$ cat config.mk
export PLATFORM = sky130hd
export DESIGN_NAME = icache_axi_refill
export DESIGN_NICKNAME = d
export VERILOG_FILES = /design/src/rtl/icache_axi_refill.sv
export SDC_FILE = /design/constraint.sdc
export NUM_CORES = 1
export LEC_CHECK = 0
export ABC_AREA = 1
export CAP_MARGIN = 20
export CORE_AREA = 2 2 237 239
export CTS_BUF_LIST = sky130_fd_sc_hd__clkbuf_8
export DETAILED_ROUTE_END_ITERATION = 8
export DIE_AREA = 0 0 239 241
export SYNTH_ARGS = -nofsm -noshare
export SYNTH_HDL_FRONTEND = slang
export SYNTH_SLANG_ARGS = --single-unit
export TNS_END_PERCENT = 100
$ cat constraint.sdc
create_clock -name clk -period 3.75 [get_ports clk]
set_input_delay 1.125 -clock clk [delete_from_list [all_inputs] [get_ports clk]]
set_output_delay 1.125 -clock clk [all_outputs]
set_load 0.05 [all_outputs]
$ cat src/rtl/icache_axi_refill.sv
// icache_axi_refill: refills one 32-byte ICache line with a single 8-beat AXI4 INCR read burst
// Ports:
//   clk, rst (async, active-low)
//   mem_inst_ren_i/mem_inst_araddr_i   : level-held miss request from the cache
//   mem_inst_rvalid_o/rdata_o/rerr_o   : one-cycle line-return pulse, 256-bit line, error flag
//   arid/araddr/arlen/arsize/arburst/arvalid/arready : AXI read-address channel
//   rid/rdata/rresp/rlast/rvalid/rready              : AXI read-data channel (rid ignored)
module icache_axi_refill #(
  parameter logic [3:0] AXI_ID = 4'b0000
) (
  input  logic         clk,
  input  logic         rst,
  input  logic         mem_inst_ren_i,
  input  logic [31:0]  mem_inst_araddr_i,
  output logic         mem_inst_rvalid_o,
  output logic [255:0] mem_inst_rdata_o,
  output logic         mem_inst_rerr_o,
  output logic [3:0]   arid,
  output logic [31:0]  araddr,
  output logic [7:0]   arlen,
  output logic [2:0]   arsize,
  output logic [1:0]   arburst,
  output logic         arvalid,
  input  logic         arready,
  input  logic [3:0]   rid,
  input  logic [31:0]  rdata,
  input  logic [1:0]   rresp,
  input  logic         rlast,
  input  logic         rvalid,
  output logic         rready
);
  typedef enum logic [1:0] {IDLE, AR, R, DONE} state_t;
  state_t state, state_nx;
  logic [255:0] line;
  logic [2:0] cnt;
  logic err, abort;
  logic unused_bits;
  assign unused_bits = ^{rid, mem_inst_araddr_i[4:0]};
  assign arid = AXI_ID;
  assign arlen = 8'd7;
  assign arsize = 3'b010;
  assign arburst = 2'b01;
  assign mem_inst_rdata_o = line;
  always_ff @(posedge clk or negedge rst)
    if (!rst) state <= IDLE;
    else state <= state_nx;
  always_comb begin
    state_nx = state;
    arvalid = 1'b0;
    rready = 1'b0;
    mem_inst_rvalid_o = 1'b0;
    mem_inst_rerr_o = 1'b0;
    case (state)
      IDLE: state_nx = mem_inst_ren_i ? AR : IDLE;
      AR: begin
        arvalid = 1'b1;
        state_nx = arready ? R : AR;
      end
      R: begin
        rready = 1'b1;
        state_nx = (rvalid && (rlast || cnt == 3'd7)) ? DONE : R;
      end
      default: begin
        mem_inst_rvalid_o = !abort;
        mem_inst_rerr_o = !abort && err;
        state_nx = IDLE;
      end
    endcase
  end
  // A beat is a length error whenever rlast disagrees with this being the 8th beat.
  always_ff @(posedge clk or negedge rst)
    if (!rst) begin
      araddr <= '0;
      line <= '0;
      cnt <= '0;
      err <= 1'b0;
      abort <= 1'b0;
    end else begin
      case (state)
        IDLE: if (mem_inst_ren_i) begin
          araddr <= {mem_inst_araddr_i[31:5], 5'b0};
          line <= '0;
          cnt <= '0;
          err <= 1'b0;
          abort <= 1'b0;
        end
        AR: if (!mem_inst_ren_i) abort <= 1'b1;
        R: begin
          if (!mem_inst_ren_i) abort <= 1'b1;
          if (rvalid) begin
            line[{cnt, 5'b0} +: 32] <= rdata;
            cnt <= cnt + 3'd1;
            err <= err | (rresp != 2'b00) | (rlast != (cnt == 3'd7));
          end
        end
        default: ;
      endcase
    end
endmodule

==> metrics.yaml <==
powerDensity_nw_per_um2: 623.0
p_sw_w: 0.005029
cp-start-kind: "register"
path_delay_family: "buffers and inverters"
switching_share: 0.4377
synth_xor_area_frac: 0
drc: 0
drtIter0Drc: 672
slowest_delay_ns: 0.84
num_rows: 86
fmax_mhz: 292.9
grt_first_pass_wirelength_mm: 74.71
placedCellCount: 2661
endpoint_kind: "output port"
synth-simple-area-share: 0.3542
seq_power_share: 0.315
htreeDepth: 2
ir_drop_mv: 0.4223
worstPathArrival_ns: 2.29
pin_count: 385
port_buffers: 353
place.gp.congestion: 0.8369
nets: 2100
crit_path_max_fanout: 4
final_common_cell: "nand2_1"
grt_antenna_before_repair: 3
placed_area_um2: 17280
antenna_cells: 0
via_per_inst: 4.324
synth_top_family_by_area: "simple AND/OR/NAND/NOR gates"
synth_seq_area_share: 0.5540
grt_max_degree: 75
clk_path_buf_depth: 3
rrSetupSlack_ns: 1.07
crit_slowest_cell: "clkdlybuf4s50_1"
post_cts_resized: 0
hold_violations: 0
fp.coreArea_um2: 54880
start_util: 0.2387
hp-class: "register to register"
clkLatencyLatePin_ns: 0.64
power_frac_comb: 0.392
hp-start: "mem_inst_rdata_o[170]"
synth.distinct_cells: 28
ff_latch_area_um2: 7258
wl_per_cell_um: 18.41
fin_crit_sh: 0.9104
status: "finished, final reports clean"
post_cts_buffers: 0
die_w_um: 239
critPathLaunch: "state[0]"
num_vias: 11920
area_delta_synth_final_pct: 40.78
multi_input_area_um2: 4941
cts.sinks: 290
power_w: 0.01149
syn_avg_cell_area_um2: 7.886
finalCriticalPeriod_ns: 3.414
grt.total_usage: 0.1741
dieArea_um2: 57600
gr-usage-met2: 0.2916
synth_area_um2: 13100
reg2reg_from: "cnt[1]"
cts.clk_slew.worst_paths_ns: 0.06
dpl.hpwl_mm: 36.54
grt_setup_unrepaired: "false"
tightest_slew_ns: 0.8006
overflow: 0
drtAntennaViolNets: 0
globalRoute.busiestLayer: "met2"
crit_type: "register to output port"
setup_viol: 0
numCtsBuffers: 53
fin_setup_tns_ns: 0
yosys_register_bits: 290
crit_chain: "ha_1 > inv_1 > nor3_1 > clkdlybuf4s50_1"
timing.slew.headroom: 0.4644
synth_compound_area_frac: 0.004107
met1_usage: 0.2170
fillers: 5714
crit_buf_inv: 2
cts_tree: "built"
utilization: 0.3360
clock-root-buffer: "clkbuf_8"
p_leak_nw: 9.423
grt_use_met3: 0.04975
maxCapViolCount: 0
drtPass1Iterations: 5
die_y_um: 241
layout-drive-gt1-share: 0.07261
layout_common_cells: "869 x nand2_1, 352 x clkdlybuf4s50_1, 289 x dfrtp_1, 172 x nor2_1, 89 x inv_1"
crit_required_ns: 2.62
drt_wl_total_mm: 50.73
final_cells: 2756
skew_ns: 0.04820
yosysWarnings: 0
synthCells: 1661
stdcell_area_um2: 18440
ctsHoldBuffers: 0
intPower_w: 0.006459
synth_mux_area_frac: 0
p_clk_frac: 0.292
synth_fa_ha_area_frac: 0.01146
grt_pass1_vias: 11790
slew_violations: 0
layer usage:
layer | routed length (um) | vias up | share of wire
met5 | 26 | - | 0.00051
met4 | 1440 | 4 | 0.028
met3 | 3840 | 81 | 0.076
met2 | 24130 | 424 | 0.48
met1 | 21290 | 5746 | 0.42
li1 | - | 5662 | -
Yosys cell counts (all sizes together):
cell    number  share of area
a21oi        3         0.0014
o21ai        4         0.0015
o21a         1        0.00057
nand3       88          0.034
nor3         4         0.0015
ha          12          0.011
nand2      885           0.26
conb         2        0.00057
nor2       182          0.058
buf         98          0.049
clkbuf      11         0.0032
inv         79          0.023
clkinv       1        0.00029
a22oi        1        0.00057
dfrtp      290           0.55
state kept, by name, summed over array words and instances (netlist names):
name and cells:
cnt 3, mem_inst_rdata_o 256, araddr 27, state 2
abort 1, err 1
worst register-to-register path, stage by stage (launching register included):
cell     delay (ns)
dfrtp_1        0.47
inv_2          0.08
ha_1           0.40
nor2_2         0.17
buf_4          0.28
nand3_1        0.55
buf_12         0.38
nor2_1         0.10
nand2_1        0.06
nand2_1        0.09
power groups by stage:
stage | registers (W) | logic [W] | clock network (W)
after global routing | 0.00366 | 0.00483 | 0.00360
final | 0.00362 | 0.00451 | 0.00336
after detailed placement | 0.00367 | 0.00458 | 0
after floorplan | 0.00463 | 0.00193 | 0
after global placement | 0.00366 | 0.00454 | 0
after CTS | 0.00363 | 0.00459 | 0.00347
stage by stage:
stage,hold slack (ns),setup WS (ns)
4_1_cts,0.4685,0.2575
2_1_floorplan,0.4638,0.9729
3_5_place_dp,0.4581,0.4420
6_report,0.4700,0.3360
5_1_grt,0.4933,0.1863
3_3_place_gp,0.4551,0.4574
cell type report:
| class | count | area share |
|---|---|---|
| inverter | 80 | 0.01656 |
| clock inverter | 30 | 0.01459 |
| multi-input combinational | 1202 | 0.2679 |
| sequential | 290 | 0.3936 |
| clock buffer | 65 | 0.04851 |
| tap | 704 | 0.04777 |
| timing repair buffer | 385 | 0.2110 |
final timing paths:
| path | to | depth (start not counted) |
|---|---|---|
| worst max-delay path | mem_inst_rerr_o | 4 |
| worst max register to register | mem_inst_rdata_o[155] | 9 |
| max in group asynchronous | mem_inst_rdata_o[48] | 2 |
| worst min-delay path | mem_inst_rdata_o[170] | 2 |
| worst min register to register | mem_inst_rdata_o[170] | 2 |
| min in group asynchronous | mem_inst_rdata_o[47] | 1 |
kinds of logic after synthesis:
logic type / Yosys count
compound gates: 9
flops: 290
other cells: 2
buf+inv: 189
simple gates: 1159
fa+ha+maj: 12
Note: power is estimated with default switching activity, not from simulation.
